### config.mk
export PLATFORM = sky130hd
export DESIGN_NAME = uart_tx_fifo
export DESIGN_NICKNAME = d
export VERILOG_FILES = /design/src/rtl/uart_tx_fifo.sv
export SDC_FILE = /design/constraint.sdc
export NUM_CORES = 1
export LEC_CHECK = 0
export BUFFER_PORTS_ARGS = -buffer_cell sky130_fd_sc_hd__buf_4
export CAP_MARGIN = 20
export CORE_UTILIZATION = 34
export CTS_CLUSTER_SIZE = 30
export DETAILED_ROUTE_END_ITERATION = 12
export HOLD_SLACK_MARGIN = 0.1
export PLACE_DENSITY = 0.56
export SLEW_MARGIN = 20
export SYNTH_ARGS = -nofsm -noshare
export SYNTH_HDL_FRONTEND = slang
export SYNTH_SLANG_ARGS = --single-unit
export TNS_END_PERCENT = 5
### constraint.sdc
create_clock -name clk -period 5.1 [get_ports clk]
set_input_delay 0 -clock clk [delete_from_list [all_inputs] [get_ports clk]]
set_output_delay 0 -clock clk [all_outputs]
set_load 0.005 [all_outputs]
### src/rtl/uart_tx_fifo.sv
// Byte FIFO feeding a UART transmitter: one launch per frame, a fixed idle gap
// after each done, and a watchdog that recovers from a transmitter that never finishes.
module uart_tx_fifo #(
  parameter int DEPTH      = 16,
  parameter int ADDR_W     = 4,
  parameter int FREQUENCY  = 87,
  parameter int GAP_CYCLES = 2
) (
  input  logic              clk,
  input  logic              rst,
  input  logic              i_Wr_En,
  input  logic [7:0]        i_Wr_Byte,
  output logic              o_Full,
  output logic              o_Empty,
  output logic [ADDR_W:0]   o_Count,
  output logic              o_Overflow,
  output logic              o_Tx_DV,
  output logic [7:0]        o_Tx_Byte,
  input  logic              i_Tx_Active,
  input  logic              i_Tx_Done,
  output logic              o_Busy,
  output logic              o_Timeout
);

  localparam int CNT_W = ADDR_W + 1;
  localparam int WD_W  = $clog2(12 * FREQUENCY);
  localparam logic [WD_W-1:0] WD_LAST  = WD_W'(12 * FREQUENCY - 1);
  localparam logic [7:0]      GAP_LAST = 8'(GAP_CYCLES - 1);

  typedef enum logic [1:0] {
    ST_IDLE = 2'd0,
    ST_SEND = 2'd1,
    ST_GAP  = 2'd2
  } state_e;

  logic [7:0]        mem_q [DEPTH];
  state_e            state_q, state_d;
  logic [WD_W-1:0]   wd_q, wd_d;
  logic [7:0]        gap_q, gap_d;
  logic [ADDR_W-1:0] wr_ptr_q, rd_ptr_q;
  logic [CNT_W-1:0]  count_q, count_d;
  logic              full_q, empty_q, ovf_q, dv_q, busy_q, timeout_q;
  logic [7:0]        byte_q, byte_d;
  logic              dv_d, timeout_d;
  logic              wr_accept, launch_ok, pop;

  // The full check uses the registered flag, so a write racing a pop into a full FIFO is dropped.
  assign wr_accept = i_Wr_En && !full_q;
  assign launch_ok = !empty_q && !i_Tx_Active;

  always_comb begin
    state_d   = state_q;
    wd_d      = wd_q;
    gap_d     = gap_q;
    pop       = 1'b0;
    dv_d      = 1'b0;
    byte_d    = byte_q;
    timeout_d = 1'b0;
    case (state_q)
      ST_IDLE: begin
        if (launch_ok) begin
          pop     = 1'b1;
          dv_d    = 1'b1;
          byte_d  = mem_q[rd_ptr_q];
          wd_d    = '0;
          state_d = ST_SEND;
        end
      end
      ST_SEND: begin
        if (i_Tx_Done) begin
          gap_d   = '0;
          state_d = ST_GAP;
        end else if (wd_q == WD_LAST) begin
          timeout_d = 1'b1;
          gap_d     = '0;
          state_d   = ST_GAP;
        end else begin
          wd_d = wd_q + WD_W'(1);
        end
      end
      ST_GAP: begin
        // The last gap clock also makes the idle decision, so a queued byte
        // launches after exactly GAP_CYCLES idle clocks following done.
        if (gap_q == GAP_LAST) begin
          if (launch_ok) begin
            pop     = 1'b1;
            dv_d    = 1'b1;
            byte_d  = mem_q[rd_ptr_q];
            wd_d    = '0;
            state_d = ST_SEND;
          end else begin
            state_d = ST_IDLE;
          end
        end else begin
          gap_d = gap_q + 8'd1;
        end
      end
      default: state_d = ST_IDLE;
    endcase

    count_d = count_q;
    if (wr_accept && !pop) begin
      count_d = count_q + CNT_W'(1);
    end else if (!wr_accept && pop) begin
      count_d = count_q - CNT_W'(1);
    end
  end

  always_ff @(posedge clk) begin
    if (wr_accept) begin
      mem_q[wr_ptr_q] <= i_Wr_Byte;
    end
  end

  always_ff @(posedge clk) begin
    if (rst) begin
      state_q   <= ST_IDLE;
      wd_q      <= '0;
      gap_q     <= '0;
      wr_ptr_q  <= '0;
      rd_ptr_q  <= '0;
      count_q   <= '0;
      full_q    <= 1'b0;
      empty_q   <= 1'b1;
      ovf_q     <= 1'b0;
      dv_q      <= 1'b0;
      byte_q    <= 8'h00;
      busy_q    <= 1'b0;
      timeout_q <= 1'b0;
    end else begin
      state_q   <= state_d;
      wd_q      <= wd_d;
      gap_q     <= gap_d;
      count_q   <= count_d;
      full_q    <= (count_d == CNT_W'(DEPTH));
      empty_q   <= (count_d == '0);
      ovf_q     <= i_Wr_En && full_q;
      dv_q      <= dv_d;
      byte_q    <= byte_d;
      busy_q    <= (state_d != ST_IDLE) || (count_d != '0);
      timeout_q <= timeout_d;
      if (wr_accept) begin
        wr_ptr_q <= wr_ptr_q + ADDR_W'(1);
      end
      if (pop) begin
        rd_ptr_q <= rd_ptr_q + ADDR_W'(1);
      end
    end
  end

  assign o_Full     = full_q;
  assign o_Empty    = empty_q;
  assign o_Count    = count_q;
  assign o_Overflow = ovf_q;
  assign o_Tx_DV    = dv_q;
  assign o_Tx_Byte  = byte_q;
  assign o_Busy     = busy_q;
  assign o_Timeout  = timeout_q;

endmodule

==> results of run 1 <==
final cells by class:
class                           instances  share of cell area
Multi-Input combinational cell        262              0.2619
Clock inverter                         14             0.02064
Inverter                                9            0.003981
Sequential cell                       180              0.5758
Clock buffer                           17             0.05013
Timing Repair Buffer                   50             0.04777
Tap cell                              270             0.03981
path summary, 6_finish.rpt:
| kind | startpoint | depth (start not counted) | endpoint | slack, ns |
|---|---|---|---|---|
| worst min-delay path | i_Tx_Active | 4 | o_Busy | 0.20 |
| worst max-delay path | gap_q[0] | 7 | o_Busy | 1.87 |
| worst max register to register | gap_q[0] | 7 | o_Busy | 1.87 |
| worst min register to register | o_Tx_Byte[2] | 2 | o_Tx_Byte[2] | 0.47 |
logic make-up after synthesis:
family	count (synthesis)	synth area share
AOI/OAI and AO/OA	46	0.04344
muxes	40	0.1246
xor gates and xnor gates	28	0.03392
adders and majority gates	10	0.01730
and+or+nand+nor	138	0.08808
DFF	180	0.6756
buffers and inverters	31	0.01713
placed cells by master (no fill, tap or decap), drive strengths merged, types with 3 or more instances in the layout:
master	instances
nand2	37
dlygate4sd3	12
xnor2	14
nor4	4
xor2	14
a31oi	3
ha	10
nand3	6
nor3	9
dfxtp	52
or3	3
mux4	40
clkinv	5
bufinv	3
buf	38
and3	4
o21ai	7
clkbuf	17
edfxtp	128
and2	3
nand2b	5
a21oi	21
nor2	54
inv	15
nand4	5
power groups by stage:
stage,Sequential [uW],Clock [uW],Combinational (uW)
2_1_floorplan,1690,0,369
3_5_place_dp,1740,0,499
5_1_grt,1710,1420,551
3_3_place_gp,1740,0,487
6_report,1700,1350,502
4_1_cts,1710,1370,508
timing repair:
action,CTS,global route
hold buffers,12,0
buffers inserted,0,0
hold endpoints to repair,161,0
state kept, by name (all words and copies together), names as in the netlist, 2 cells and up, named ones only:
| name | cells |
|---|---|
| wr_ptr_q | 4 |
| o_Tx_Byte | 8 |
| state_q | 2 |
| mem_q | 128 |
| rd_ptr_q | 4 |
| o_Count | 5 |
| gap_q | 8 |
| wd_q | 11 |
metrics by stage:
| step | hold WS (ns) | instance area [um^2] |
|---|---|---|
| floorplan | 0.07851 | 7231 |
| global placement | 0.1936 | 7765 |
| detailed placement | 0.1894 | 7765 |
| CTS | 0.1754 | 8486 |
| global route | 0.2101 | 8486 |
| finish | 0.1962 | 8486 |
layer usage:
| metal | global-route usage | vias up | wire [um] |
|---|---|---|---|
| met5 | 0 | - | 0 |
| li1 | - | 1884 | - |
| met1 | 0.1760 | 2049 | 6434 |
| met3 | 0.03241 | 16 | 482 |
| met4 | 0.05103 | 0 | 204 |
| met2 | 0.2347 | 80 | 7075 |
critical path, stage by stage (launching register included):
cell	delay, ns
dfxtp_1	0.39
ha_1	0.15
or4b_4	0.47
o41ai_4	0.47
and2_1	0.63
o2bb2ai_1	0.21
o31a_1	0.36
o41a_1	0.42
==> impl_metrics.csv, run 1 <==
group,metric,value,unit
finish,multi_input_area,2222,um^2
clock_tree,clk_latency,0.43,ns
timing,final.setup.tns,0,ns
grt,grt_pass1_wl,22760,um
finish,syn_to_final_growth,17.36,%
placed_design,place_congestion,0.7979,
timing,setup_viol,0,
pwr,p_per_area,418.6,nW/um^2
finish,fin_util,0.4127,
setup_path,startpoint_type,"register",
logic_synthesis,synthTopCellsByArea,"edfxtp_1, dfxtp_1, mux4_2, nor2_1, nand2_1",
detailed_routing,wire_per_inst,17.70,um
setup_path,worstPathArrival,3.54,ns
grt,grt_max_degree,34,
grt,grt_pass1_vias,4212,
logic_synthesis,synth_seq_cells,180,
finish,final_nets,543,
logic_synthesis,synth.most_common_cell,"edfxtp_1",
detailed_routing,drt.antenna.violating_nets,0,
clock_tree,cts_made_buffers,17,
clock_tree,tritoncts,"yes",
outcome,outcome,"complete, no violations",
finish,final_layout_size_suffix_gt1_frac,0.2105,
clock_tree,h-tree-depth,4,
placed_design,dp_hpwl,9697,um
die,initial_core_util,0.3517,
timing,rsz0062_at_grt,"no",
timing,worst_pin_slew,0.7799,ns
pwr,total_leakage_power,0.002759,uW
placed_design,place_ws,1.894,ns
detailed_routing,drc_errors,0,
logic_synthesis,ys.flop_type,"edfxtp_1",
clock_tree,clock-root-buffer,"clkbuf_16",
detailed_routing,vias,4029,
grt,antenna_found_initial,0,
detailed_routing,first_pass_iters,6,
clock_tree,cts.clk_slew.worst_paths,0.07,ns
pwr,p_switching,898.3,uW
timing,hold_violations,0,
clock_tree,post_cts_resized,0,
logic_synthesis,syn_area,7231,um^2
setup_path,worstPathMaxFanout,18,
pwr,internal-power,2653,uW
logic_synthesis,syn_area_per_cell,15.29,um^2
detailed_routing,wl,14200,um
detailed_routing,drt-initial-drc-count,239,
pwr,ir_drop,0.2847,mV
logic_synthesis,ys_types,46,
timing,skew,0.007918,ns
finish,fin_cells,802,
pwr,clkPwrFrac,0.379,
clock_tree,cts_sinks,180,
detailed_routing,drt-vias-per-instance,5.024,
die,die_w,147.8,um
finish,n_fill_cell,1868,
setup_path,cp-end-kind,"register",
die,io_pins,32,
die,rows,52,
worst_hold_path,holdCritPathClass,"input pin to register",
logic_synthesis,yosys_warnings,0,
finish,insertedDiodeCount,0,
placed_design,dp_cells,759,
timing,slew-limit-headroom,0.4782,
timing,finalCritPeriodShare,0.6336,
setup_path,crit_required,5.41,ns
placed_design,port_buffers,31,
logic_synthesis,seq_area_frac_synth,0.6755,
logic_synthesis,synth_edf_count,128,
setup_path,critPathKind,"register to register",
timing,period_minus_slack,3.232,ns
timing,finalMaxSlewViolations,0,
pwr,swShare,0.2529,
logic_synthesis,post_synth_inst_count,473,
timing,max_freq,309.4,MHz
die,dieArea,21850,um^2
die,core,20560,um^2
grt,grt.total_usage,0.1397,
clock_tree,clockBufferDepth,2,
timing,setup_ws,1.868,ns
pwr,seq_power_share,0.479,
flow_run,drv_cap,0,
logic_synthesis,synth_largest_area_cell,"edfxtp_1",
pwr,power.total,3552,uW
die,die-height,147.8,um
pwr,pwr-share-comb,0.141,
logic_synthesis,synth_top_area_share,0.5316,
logic_synthesis,synth_commonest_cells,"edfxtp_1, nor2_1, dfxtp_1",
finish,seqCellArea,4886,um^2
logic_synthesis,synth_nets,496,
grt,grt_overflow,0,
logic_synthesis,synth-async-reset-ratio,0,
(Power assumes the default switching activity.)
==> inputs of run 2 (changes only) <==
--- a/config.mk
+++ b/config.mk
@@ -5,13 +5,14 @@
 export SDC_FILE = /design/constraint.sdc
 export NUM_CORES = 1
 export LEC_CHECK = 0
+export ABC_AREA = 1
 export BUFFER_PORTS_ARGS = -buffer_cell sky130_fd_sc_hd__buf_4
 export CAP_MARGIN = 20
 export CORE_UTILIZATION = 34
 export CTS_CLUSTER_SIZE = 30
 export DETAILED_ROUTE_END_ITERATION = 12
 export HOLD_SLACK_MARGIN = 0.1
-export PLACE_DENSITY = 0.56
+export PLACE_DENSITY = 0.58
 export SLEW_MARGIN = 20
 export SYNTH_ARGS = -nofsm -noshare
 export SYNTH_HDL_FRONTEND = slang
==> constraint.sdc (replaced) <==
create_clock -name clk -period 2.9 [get_ports clk]
set_input_delay 0 -clock clk [delete_from_list [all_inputs] [get_ports clk]]
set_output_delay 0 -clock clk [all_outputs]
set_load 0.005 [all_outputs]
==> run 2 against run 1 <==
  * The flow now finishes with violations (DRC)
  * Critical path depth decreased by 2
  * Sequential cell count is the same
  * Largest cell class unchanged
  * Worst hold slack better by 0.11 ns
  * Die area is 6.1% higher
  * Clock-buffer cell count is 1 higher
  * Highest routed layer unchanged
  * Core utilization down 0.78 points
  * Clock power increased by 62%
==> impl_metrics.csv, run 2 <==
group,metric,value,unit
timing,setup_ws,0.9039,ns
placed_design,dp_hpwl,10640,um
detailed_routing,wire_per_inst,16.31,um
clock_tree,h-tree-depth,4,
detailed_routing,drt-vias-per-instance,4.988,
logic_synthesis,syn_area_per_cell,11.20,um^2
logic_synthesis,yosys_warnings,0,
placed_design,place_ws,0.9095,ns
worst_hold_path,holdPathEnd,"o_Timeout",
detailed_routing,vias,5103,
setup_path,crit_required,2.96,ns
detailed_routing,drt-initial-drc-count,416,
setup_path,r2r-start,"o_Full",
setup_path,startpoint_type,"register",
die,dieArea,23200,um^2
logic_synthesis,synth_edf_count,128,
logic_synthesis,ys_types,37,
timing,max_freq,501.0,MHz
placed_design,place_congestion,0.8063,
pwr,total_leakage_power,0.003074,uW
grt,grt_overflow,0,
die,core,21960,um^2
setup_path,rr_worst_depth,5,
grt,grt_pass1_vias,4789,
logic_synthesis,post_synth_inst_count,686,
clock_tree,cts-hold-fix-buffers,13,
setup_path,critPathKind,"register to register",
finish,largest_register_ffs,128,
logic_synthesis,synth_seq_cells,180,
logic_synthesis,synth_top_family_by_area,"simple AND/OR/NAND/NOR gates",
clock_tree,cts_made_buffers,17,
pwr,ir_drop,0.4080,mV
logic_synthesis,synthTopCellsByArea,"edfxtp_1, dfxtp_1, nor2_1, mux2i_1, nand2_1",
grt,grt.total_usage,0.1495,
flow_run,drv_cap,0,
finish,layout_common_cells,"edfxtp_1, nor2_1, nand2_1, dfxtp_1, inv_1",
logic_synthesis,seq_area_frac_synth,0.6359,
grt,grt_max_degree,65,
die,io_pins,32,
setup_path,regToRegEndpoint,"mem_q[3][1]",
logic_synthesis,synthSimpleGateAreaFrac,0.1572,
pwr,pwr-share-comb,0.155,
pwr,clkPwrFrac,0.360,
logic_synthesis,synth-adder-area-share,0.01629,
die,initial_core_util,0.3498,
setup_path,worstPathMaxFanout,9,
finish,final_common_cell,"edfxtp_1",
finish,final_nets,753,
logic_synthesis,ys.flop_type,"edfxtp_1",
grt,antenna_found_initial,0,
logic_synthesis,synth_nets,709,
logic_synthesis,synth_mux_area_frac,0.04170,
logic_synthesis,synth_compound_area_frac,0.08878,
finish,reg_top3,"mem_q x128, wd_q x11",
outcome,violations,"DRC",
pwr,p_switching,1673,uW
detailed_routing,drc_errors,3,
pwr,p_per_area,682.6,nW/um^2
worst_hold_path,worstHoldStart,"i_Tx_Done",
logic_synthesis,synth_top_area_share,0.5004,
finish,fin_cells,1023,
timing,final.setup.tns,0,ns
timing,period_minus_slack,1.996,ns
clock_tree,tritoncts,"yes",
pwr,swShare,0.2756,
timing,finalCritPeriodShare,0.6883,
timing,slew-limit-headroom,0.4539,
placed_design,dp_cells,978,
finish,final_layout_size_suffix_gt1_frac,0.1534,
setup_path,worstPathArrival,2.05,ns
finish,syn_to_final_growth,15.77,%
logic_synthesis,synth-xor-area-share,0.01254,
clock_tree,clk_latency,0.43,ns
pwr,internal-power,4397,uW
die,die_w,152.3,um
timing,worst_pin_slew,0.8161,ns
clock_tree,cts_setup_buffers,0,
pwr,seq_power_share,0.485,
logic_synthesis,synth_commonest_cells,"edfxtp_1, nor2_1, nand2_1",
clock_tree,cts_sinks,180,
clock_tree,post_cts_resized,0,
worst_hold_path,hold_depth,3,
timing,finalMaxSlewViolations,0,
clock_tree,clock-root-buffer,"clkbuf_16",
setup_path,cp-end-kind,"register",
timing,setup_viol,0,
detailed_routing,drt.antenna.violating_nets,0,
detailed_routing,wl,16690,um
logic_synthesis,synth-async-reset-ratio,0,
die,die-height,152.3,um
detailed_routing,first_pass_iters,9,
logic_synthesis,synth.most_common_cell,"edfxtp_1",
finish,insertedDiodeCount,0,
placed_design,port_buffers,31,
logic_synthesis,synth_largest_area_cell,"edfxtp_1",
timing,rsz0062_at_grt,"no",
timing,hold_violations,0,
setup_path,ff2ff_setup_slack,0.90,ns
outcome,outcome,"finished with violations",
die,rows,54,
timing,skew,0.01138,ns
finish,top_register,"mem_q",
clock_tree,cts.clk_slew.worst_paths,0.07,ns
clock_tree,clockBufferDepth,2,
grt,grt_pass1_wl,26330,um
worst_hold_path,holdCritPathClass,"input pin to register",
logic_synthesis,syn_area,7681,um^2
run 2: logic make-up (layout without fill, tap and decap cells):
group	count (synthesis)	count (layout)
AND/OR/NAND/NOR	259	259
flip-flops	180	180
AO/OA/AOI/OAI	109	109
buffers and inverters	85	142
multiplexers	32	32
XOR/XNOR	11	11
adder cells (fa/ha/maj)	10	10
run 2: layout make-up:
class / count / area, um^2
fill: 2038 / 13070
inverter: 54 / 202.7
timing repair buffer: 56 / 465.4
clock inverter: 14 / 126.4
clock buffer: 18 / 429.2
tap: 280 / 350.3
sequential: 180 / 4887
multi-input combinational: 421 / 2431
run 2: worst max-delay path by stage:
| stage | from | to | slack [ns] | cells past startpoint |
|---|---|---|---|---|
| 5_1_grt | gap_q[1] | register | 0.62 | 11 |
| 3_5_place_dp | o_Full | mem_q[11][0] | 0.91 | 5 |
| 3_3_place_gp | o_Full | mem_q[11][1] | 0.95 | 5 |
| 6_report | o_Full | mem_q[3][1] | 0.90 | 5 |
| 2_1_floorplan | o_Full | mem_q[3][0] | 1.26 | 5 |
| 4_1_cts | o_Full | mem_q[11][0] | 0.89 | 5 |
run 2: per-stage QoR:
| stage | instance area [um^2] | utilization | hold WS (ns) | total power (uW) |
|---|---|---|---|---|
| after detailed placement | 8207 | 0.3737 | 0.1976 | 3929 |
| after global routing | 8892 | 0.4050 | 0.3160 | 6327 |
| after CTS | 8892 | 0.4050 | 0.2816 | 6124 |
| after global placement | 8207 | 0.3737 | 0.2182 | 3921 |
| after floorplan | 7681 | - | 0.07801 | 3632 |
| final | 8892 | 0.4050 | 0.3109 | 6070 |
run 2: per-layer routing:
layer,global-route usage,part of all wire,vias to the layer above
li1,-,-,2518
met4,0.05345,0.016,0
met1,0.2048,0.48,2432
met3,0.03641,0.051,19
met5,0,0,-
met2,0.2300,0.45,134
run 2: worst max-delay path, cell delays in order, from the launching register on:
cell     delay, ns
dfxtp_1       0.35
nor2_4        0.28
inv_2         0.13
nor2_1        0.20
nand2_1       0.12
nor2_1        0.55
run 2: power by group through the flow:
stage / Sequential, uW / Combinational (uW) / Clock (uW)
floorplan: 2970 / 665 / 0
global placement: 3000 / 920 / 0
detailed placement: 3000 / 928 / 0
CTS: 2950 / 945 / 2230
global route: 2960 / 1040 / 2320
finish: 2940 / 938 / 2190
==> inputs of run 3 (changes only) <==
==> constraint.sdc (replaced) <==
create_clock -name clk -period 1.7 [get_ports clk]
set_input_delay 0 -clock clk [delete_from_list [all_inputs] [get_ports clk]]
set_output_delay 0 -clock clk [all_outputs]
set_load 0.005 [all_outputs]
==> run 3 against run 2 <==
  * The flow still finishes with violations (DRC)
  * Highest routed layer unchanged
  * Sequential cell count unchanged
  * Sequential power up 70%
  * Setup slack worse by 0.84 ns
  * First-iteration DRC count down 26%
  * Register-to-register slack worse by 0.84 ns
  * Via count up 3.0%
  * Core utilization up 2.6 points
  * Clock-buffer cell count down 1
  * Critical path depth up 5
  * Die area unchanged
  * Clock power up 77%
==> impl_metrics.csv, run 3 (synthesis gave the netlist of run 2 again) <==
group,metric,value,unit
outcome,outcome,"finished with violations",
outcome,violations,"DRC",
setup_path,worstPathArrival,1.95,ns
pwr,p_per_area,1142,nW/um^2
timing,finalCritPeriodShare,0.9611,
detailed_routing,drc_errors,4,
die,die_w,152.3,um
placed_design,placed_area,8652,um^2
grt,grt_pass1_vias,5099,
timing,slew-limit-headroom,0.7116,
setup_path,critPathKind,"register to register",
pwr,ir_drop,0.7400,mV
finish,final_layout_size_suffix_gt1_frac,0.2258,
timing,skew,0.008789,ns
detailed_routing,first_pass_iters,8,
finish,syn_to_final_growth,23.15,%
detailed_routing,wire_per_inst,15.99,um
pwr,power.total,10800,uW
detailed_routing,vias,5257,
clock_tree,tritoncts,"yes",
setup_path,worstPathMaxFanout,8,
setup_path,crit_chain,"nor3_4 -> nand3_4 -> nand2_1 -> nand2_1 -> nand2_2 -> nand2_2 -> nor2_2 -> nand2_2 -> nand2_1 -> nand3_1",
finish,fin_area,9459,um^2
die,dieArea,23200,um^2
detailed_routing,wl,17220,um
setup_path,cp_slowest_cell,"nor3_4",
placed_design,port_buffers,31,
detailed_routing,drt-vias-per-instance,4.881,
finish,final_nets,807,
grt,grt_max_degree,47,
timing,whs,0.2940,ns
clock_tree,clockBufferDepth,2,
setup_path,crit_required,2.02,ns
setup_path,startpoint_type,"register",
die,die-height,152.3,um
timing,rsz0062_at_grt,"yes",
placed_design,dp_hpwl,11150,um
placed_design,dp_cells,1029,
timing,period_minus_slack,1.634,ns
worst_hold_path,holdCritPathClass,"input pin to register",
placed_design,place_congestion,0.8022,
setup_path,slowest_delay,0.41,ns
flow_run,drv_cap,0,
clock_tree,h-tree-depth,4,
timing,max_freq,612.0,MHz
clock_tree,cts_sinks,180,
finish,fin_util,0.4308,
finish,reg_top3,"mem_q x128, wd_q x11",
timing,finalMaxSlewViolations,0,
die,rows,54,
die,initial_core_util,0.3498,
finish,largest_register_ffs,128,
grt,grt_overflow,0,
setup_path,cp-end-kind,"register",
timing,setup_viol,0,
timing,worst_pin_slew,0.4326,ns
grt,grt.total_usage,0.1562,
grt,grt_pass1_wl,27580,um
finish,fin_cells,1077,
die,io_pins,32,
finish,top_register,"mem_q",
clock_tree,clk_latency,0.43,ns
clock_tree,clock-root-buffer,"clkbuf_16",
finish,final_common_cell,"edfxtp_1",
finish,layout_common_cells,"edfxtp_1, nor2_1, buf_4, nand2_1, dfxtp_1",
grt,antenna_found_initial,0,
detailed_routing,drt-initial-drc-count,308,
finish,insertedDiodeCount,0,
pwr,total_leakage_power,0.003394,uW
detailed_routing,drt.antenna.violating_nets,0,
clock_tree,cts_made_buffers,17,
timing,hold_violations,0,
die,core,21960,um^2
clock_tree,cts.clk_slew.worst_paths,0.07,ns
==> run 3: cell count changes in the layout (fill, tap and decap cells not counted), sizes merged <==
cell	previous run	this run
clkinv	5	6
buf	43	96
inv	59	61
dlygate4sd3	13	14
clkbuf	18	17
clkinvlp	3	1
==> run 3: cell type report <==
cell class | count | area [um^2]
fillers | 2091 | 12500
flip-flops and latches | 180 | 4893
multi-input cells | 421 | 2487
repair buffers | 110 | 935.9
clock buffers | 17 | 425.4
well taps | 280 | 350.3
inverters | 54 | 205.2
clock inverters | 15 | 161.4
==> run 3: metal layers <==
layer	wire (um)	global-route usage	vias up	part of all wire
li1	-	-	2628	-
met5	0	0	-	0
met2	7940	0.2480	109	0.46
met1	8328	0.2118	2501	0.48
met4	294	0.05248	0	0.017
met3	659	0.03328	19	0.038
==> run 3: final timing paths <==
path | depth (start not counted) | slack (ns) | endpoint | startpoint
hold / removal | 3 | 0.29 | o_Timeout | i_Tx_Done
hold reg to reg | 2 | 0.47 | gap_q[7] | gap_q[7]
setup reg to reg | 10 | 0.07 | o_Busy | state_q[0]
setup / recovery | 10 | 0.07 | o_Busy | state_q[0]
==> run 3: report_power, final <==
group          switching, uW  internal [uW]
Sequential               130           4870
Combinational           1100            829
Clock                   1790           2080
Total                   3020           7780
==> run 3: through the flow <==
step / TNS [ns] / setup slack (ns)
finish: 0 / 0.06605
CTS: -0.01724 / -0.01724
global placement: 0 / 0.01676
detailed placement: -0.1027 / -0.02500
global route: -0.4519 / -0.1015
floorplan: 0 / 0.06254
==> run 3: worst max-delay path: cells and delay by family (launching register included) <==
kind | cells | cell delay [ns]
flops | 1 | 0.37
simple gates | 10 | 1.16
==> run 3: repair_timing <==
action | CTS | global route
hold buffers | 12 | 2
endpoints found under the setup margin | 6 | 38
buffers inserted | 0 | 2
endpoints found under the hold margin | 152 | 4
gates resized for setup | 1 | 17
pin swaps | 0 | 6
